**src/rtl/bank_write_arbiter_pkg.sv**
```systemverilog
// Shared definitions for the bank write arbiter: state encoding,
// requester indices and the bank depth derivation.
package bank_write_arbiter_pkg;

    typedef enum logic {
        ST_INIT = 1'b0,
        ST_IDLE = 1'b1
    } state_t;

    localparam logic REQ_A = 1'b0;
    localparam logic REQ_B = 1'b1;

    // Number of registers in a bank addressed by 'bits' address bits.
    function automatic int unsigned nreg(input int unsigned bits);
        return 32'd1 << bits;
    endfunction

endpackage

```
**src/rtl/bank_write_arbiter_rr_arbiter2.sv**
```systemverilog
// Two-input round-robin arbiter. Grants are combinational; rrLast remembers
// the last winner so that contention goes to the other requester.
module rr_arbiter2
    import bank_write_arbiter_pkg::*;
(
    input  logic       clk,
    input  logic       rst,
    input  logic       reqA,
    input  logic       reqB,
    input  logic       enable,
    output logic [1:0] gnt
);

    logic rrLast;

    // Pick at most one winner; on contention the one not granted last wins.
    always_comb begin
        gnt = 2'b00;
        if (enable) begin
            if (reqA && reqB) begin
                if (rrLast == REQ_A) begin
                    gnt[REQ_B] = 1'b1;
                end else begin
                    gnt[REQ_A] = 1'b1;
                end
            end else if (reqA) begin
                gnt[REQ_A] = 1'b1;
            end else if (reqB) begin
                gnt[REQ_B] = 1'b1;
            end
        end
    end

    // Track the last winner; reset to B so that A wins the first contention.
    always_ff @(posedge clk or posedge rst) begin
        if (rst) begin
            rrLast <= REQ_B;
        end else if (gnt[REQ_A]) begin
            rrLast <= REQ_A;
        end else if (gnt[REQ_B]) begin
            rrLast <= REQ_B;
        end
    end

endmodule

```
**src/rtl/bank_write_arbiter.sv**
```systemverilog
// Write-port sequencer for the register bank. Optionally sweeps every address
// to INIT_VAL after reset (macro BANK_INIT_EN), then shares the single write
// port between requesters A and B with round-robin arbitration. All bank
// write signals are registered.
module bank_write_arbiter
    import bank_write_arbiter_pkg::*;
#(
    parameter int unsigned           BIT_ADDR = 8,
    parameter int unsigned           BIT_DATO = 4,
    parameter logic [BIT_DATO-1:0]   INIT_VAL = '0
) (
    input  logic                clk,
    input  logic                rst,
    input  logic                reqA,
    input  logic [BIT_ADDR-1:0] addrA,
    input  logic [BIT_DATO-1:0] datA,
    output logic                gntA,
    input  logic                reqB,
    input  logic [BIT_ADDR-1:0] addrB,
    input  logic [BIT_DATO-1:0] datB,
    output logic                gntB,
    output logic [BIT_ADDR-1:0] wr_addr,
    output logic [BIT_DATO-1:0] wr_dat,
    output logic                wr_en,
    output logic                busy
);

    logic [1:0] gnt;
    logic       arbEn;

    rr_arbiter2 u_arb (
        .clk    (clk),
        .rst    (rst),
        .reqA   (reqA),
        .reqB   (reqB),
        .enable (arbEn),
        .gnt    (gnt)
    );

    assign gntA = gnt[REQ_A];
    assign gntB = gnt[REQ_B];

`ifdef BANK_INIT_EN
    localparam int unsigned NREG  = nreg(BIT_ADDR);
    // One extra bit so the terminal count never aliases address 0.
    localparam int unsigned CNT_W = BIT_ADDR + 1;

    state_t           state;
    logic [CNT_W-1:0] cnt;

    // Requests are only seen once the sweep has finished.
    assign arbEn = (state == ST_IDLE);

    // FSM: sweep every address once, then forward the granted request.
    always_ff @(posedge clk or posedge rst) begin
        if (rst) begin
            state   <= ST_INIT;
            cnt     <= '0;
            busy    <= 1'b1;
            wr_en   <= 1'b0;
            wr_addr <= '0;
            wr_dat  <= '0;
        end else begin
            case (state)
                ST_INIT: begin
                    wr_en   <= 1'b1;
                    wr_addr <= cnt[BIT_ADDR-1:0];
                    wr_dat  <= INIT_VAL;
                    cnt     <= cnt + 1'b1;
                    if (cnt == CNT_W'(NREG - 1)) begin
                        state <= ST_IDLE;
                        busy  <= 1'b0;
                    end
                end
                default: begin
                    if (gnt[REQ_A]) begin
                        wr_en   <= 1'b1;
                        wr_addr <= addrA;
                        wr_dat  <= datA;
                    end else if (gnt[REQ_B]) begin
                        wr_en   <= 1'b1;
                        wr_addr <= addrB;
                        wr_dat  <= datB;
                    end else begin
                        wr_en   <= 1'b0;
                    end
                end
            endcase
        end
    end
`else
    // No sweep: the arbiter is live straight out of reset.
    assign arbEn = 1'b1;
    assign busy  = 1'b0;

    // Register the winner's address/data; hold them when nothing is granted.
    always_ff @(posedge clk or posedge rst) begin
        if (rst) begin
            wr_en   <= 1'b0;
            wr_addr <= '0;
            wr_dat  <= '0;
        end else if (gnt[REQ_A]) begin
            wr_en   <= 1'b1;
            wr_addr <= addrA;
            wr_dat  <= datA;
        end else if (gnt[REQ_B]) begin
            wr_en   <= 1'b1;
            wr_addr <= addrB;
            wr_dat  <= datB;
        end else begin
            wr_en   <= 1'b0;
        end
    end
`endif

endmodule

```
**config.mk**
```make
export PLATFORM = sky130hd
export DESIGN_NAME = bank_write_arbiter
export DESIGN_NICKNAME = d
export VERILOG_FILES = /design/src/rtl/bank_write_arbiter_pkg.sv /design/src/rtl/bank_write_arbiter_rr_arbiter2.sv /design/src/rtl/bank_write_arbiter.sv
export SDC_FILE = /design/constraint.sdc
export NUM_CORES = 1
export LEC_CHECK = 0
export BUFFER_PORTS_ARGS = -buffer_cell sky130_fd_sc_hd__buf_4
export CAP_MARGIN = 20
export CORE_MARGIN = 5
export CORE_UTILIZATION = 40
export CTS_CLUSTER_DIAMETER = 120
export CTS_CLUSTER_SIZE = 10
export DETAILED_ROUTE_END_ITERATION = 10
export PLACE_DENSITY = 0.74
export SYNTH_ARGS = -nofsm -noshare
export SYNTH_HDL_FRONTEND = slang
export SYNTH_SLANG_ARGS = --single-unit
```
**constraint.sdc**
```tcl
create_clock -name clk -period 1.1 [get_ports clk]
set_clock_uncertainty 0.05 [all_clocks]
set_input_delay 0.055 -clock clk [delete_from_list [all_inputs] [get_ports clk]]
set_output_delay 0.055 -clock clk [all_outputs]
set_load 0.01 [all_outputs]
```
==> results.tsv <==
metric	value	unit
Detailed Routing Iterations Pass 1	4	
share of layout cells above drive strength 1	60.8	%
sequential fraction of the synthesis area	40.8	%
crit-path most repeated cell	buf_6	
Final nets	159	
Max IR drop VDD	0.726	mV
Clock Pin Slew Worst Setup and Hold Paths	0.09	ns
CP required	1.00	ns
Die Ht	56.4	um
termination of the worst setup path	gntA	
syn nets	105	
largest net degree at the start of global routing	23	
violated checks	negative setup slack	
clock sink count	14	
Fin Hold WS	0.00923	ns
Synth Warn #	0	
# port buffers	42	
vias	794	
Die X	56.4	um
Max stage delay on crit path	0.59	ns
Syn Std Cell Area	861	um^2
clk root buf	clkbuf_4	
gr ovfl total	0	
CP max FO	7	
GP Congestion	0.790	
worst skew pair latency	0.27	ns
Reg power frac	39.3	%
Num CTS Buffers	3	
Final Hold Viols	0	
Non-Filler Cell Area, Final	1340	um^2
mean post-synth cell area	11.2	um^2
Slew Viols, Final	0	
RSZ-0062 raised after global routing	yes	
worst r2r src	u_arb.rrLast$_DFFE_PP1P_	
Reg2Reg Setup Slack	-0.22	ns
DR WL/cell	14.4	um
Sw Pwr	0.477	mW
Synth cell types	19	
Worst Setup End Kind	output pin	
n_diodes	0	
number of DRC markers in iteration 0	12	
switching power share of the total	29.9	%
CTS Buffer Depth	2	
crit start category	flop	
area of the multi-input gates	460	um^2
post-DR vias/cell	5.06	
MaxCap Viol Count	0	
vias in the first global route	807	
fill count	177	
dpl cell area	1200	um^2
Combinational Power Share	37.1	%
slew of the pin with the lowest slew margin	0.551	ns
CTS tree	yes	
dpl hpwl	1610	um
DRC violation count after routing	0	
Tmin final	1.33	ns
status	finished, violations left	
die area	3180	um^2
Final WS setup	-0.230	ns
setup violators final	14	
Starting Density	43.0	%
clock power share	23.7	%
CP max-delay cell	dfstp_2	
Reg area	352	um^2
first-pass GRT wire length	3850	um
Arr. time, crit path	1.23	ns
Leakage	0.593	nW
Pwr Density	1190	nW/um^2
FF-to-FF path depth	5	
relative slew slack	63.2	%
CORE AREA	2000	um^2
Placement Rows	16	
Worst Setup SP	u_arb.rrLast$_DFFE_PP1P_	
kind of critical path	reg2out	
Internal	1.12	mW
FF-to-FF End	wr_addr[4]$_DFFE_PP0P_	
H-tree levels	1	
Hold Crit Class	in2reg	
WL final	2260	um
final worst-path cycle share	121	%
Ports	44	
initial antenna violation count	0	
P&R area growth vs syn	55.5	%
Peak Freq	752	MHz
flops & latches, synth	14	
crit-path cells	nor2b_4 -> buf_6 -> nor2_4 -> buf_6	
all-layer global routing usage	14.7	%
Gate Count Post-Synth	77	
Antenna Nets Post-Route	0	
==> registers in the layout (all words and copies together), names as in the netlist <==
| register | flops |
|---|---|
| u_arb.rrLast | 1 |
| wr_dat | 4 |
| wr_en | 1 |
| wr_addr | 8 |
==> worst min-delay path by stage <==
stage / startpoint / to / slack [ns] / depth (start not counted)
floorplan: rst / wr_addr[0]$_DFFE_PP0P_ / -0.11 / 1
global placement: rst / wr_dat[0]$_DFFE_PP0P_ / 0.09 / 2
detailed placement: rst / wr_dat[1]$_DFFE_PP0P_ / 0.09 / 2
CTS: addrA[3] / wr_addr[3]$_DFFE_PP0P_ / 0.01 / 3
global route: addrA[3] / wr_addr[3]$_DFFE_PP0P_ / 0.02 / 3
finish: addrA[3] / wr_addr[3]$_DFFE_PP0P_ / 0.009 / 3
==> critical path, delay by kind of cell, from the launching register on <==
family	cells	cell delay, ns
flops	1	0.59
simple gates	2	0.13
buf+inv	2	0.23
==> logic make-up (layout without fill, tap and decap cells) <==
group | count (synthesis) | count (layout) | share of synthesized area [%]
AND/OR/NAND/NOR | 15 | 15 | 12.5
other | 1 | 1 | 0.436
flip-flops | 14 | 14 | 40.8
AO/OA/AOI/OAI | 38 | 38 | 38.4
buffers and inverters | 9 | 62 | 7.85
==> per-stage QoR <==
| step | setup slack [ns] | utilization (%) | total power [mW] | instances | TNS, ns |
|---|---|---|---|---|---|
| floorplan | -0.0839 | - | 0.918 | 77 | -0.671 |
| global placement | -0.0812 | 60.1 | 1.13 | 146 | -0.865 |
| detailed placement | -0.139 | 60.1 | 1.15 | 146 | -1.22 |
| CTS | -0.250 | 65.6 | 1.58 | 157 | -2.25 |
| global route | -0.278 | 66.9 | 1.68 | 157 | -3.01 |
| finish | -0.230 | 66.9 | 1.60 | 157 | -2.31 |
==> placed cells by master (no fill, tap or decap) <==
master	Yosys	layout
a21o_1	1	1
clkbuf_8	0	1
o32ai_2	8	7
o21ai_0	12	12
o32ai_4	0	1
inv_1	1	1
inv_2	1	1
clkbuf_4	0	3
dfrtp_1	13	13
dfstp_2	1	1
nor2_4	0	1
buf_4	6	50
a21boi_0	1	1
buf_6	0	3
conb_1	1	1
nand2b_1	5	5
dlygate4sd3_1	0	2
o32ai_1	4	4
or2b_1	7	7
buf_12	0	1
a21oi_2	8	8
a21oi_1	4	4
or2_2	1	1
nor2b_4	1	1
==> per-layer routing <==
layer | track usage, % | vias up | share of wire [%] | wire length [um]
li1 | - | 392 | - | -
met1 | 18.2 | 374 | 44 | 985
met2 | 25.4 | 26 | 50 | 1130
met3 | 3.90 | 2 | 6.1 | 138
met4 | 3.05 | 0 | 0.53 | 12
met5 | 0 | - | 0 | 0
==> repair_timing <==
item,in CTS,in global routing
endpoints found under the hold margin,14,0
endpoints found under the setup margin,14,15
gates resized for setup,4,5
buffers inserted,5,0
hold buffers,2,0
==> power groups by stage <==
stage,Clock [mW],Combinational (mW),Sequential [mW]
after floorplan,0,0.257,0.662
after global placement,0,0.504,0.628
after detailed placement,0,0.516,0.632
after CTS,0.382,0.574,0.626
after global routing,0.409,0.636,0.634
final,0.377,0.591,0.627
==> layout make-up <==
type,instances,share of cell area [%]
Tap cell,27,2.52
Multi-Input combinational cell,54,34.4
Inverter,2,0.561
Clock buffer,4,2.71
Sequential cell,14,26.3
Timing Repair Buffer,56,33.6
==> cell usage after synthesis <==
master     n  share of area (%)
dfrtp_1   13                 38
nor2b_4    1                1.6
inv_2      1               0.44
conb_1     1               0.44
nor2_1     1               0.44
o32ai_1    4                4.1
a21boi_0   1               0.87
dfstp_2    1                3.1
a21oi_2    8                8.1
a21oi_1    4                2.3
a21o_1     1               0.87
or2_2      1               0.73
nand2b_1   5                3.6
inv_1      1               0.44
o21ai_0   12                7.0
or2b_1     7                6.1
o32ai_2    8                 15
buf_4      6                5.2
buf_8      1                1.7
Power figures use the tool's default switching activity.
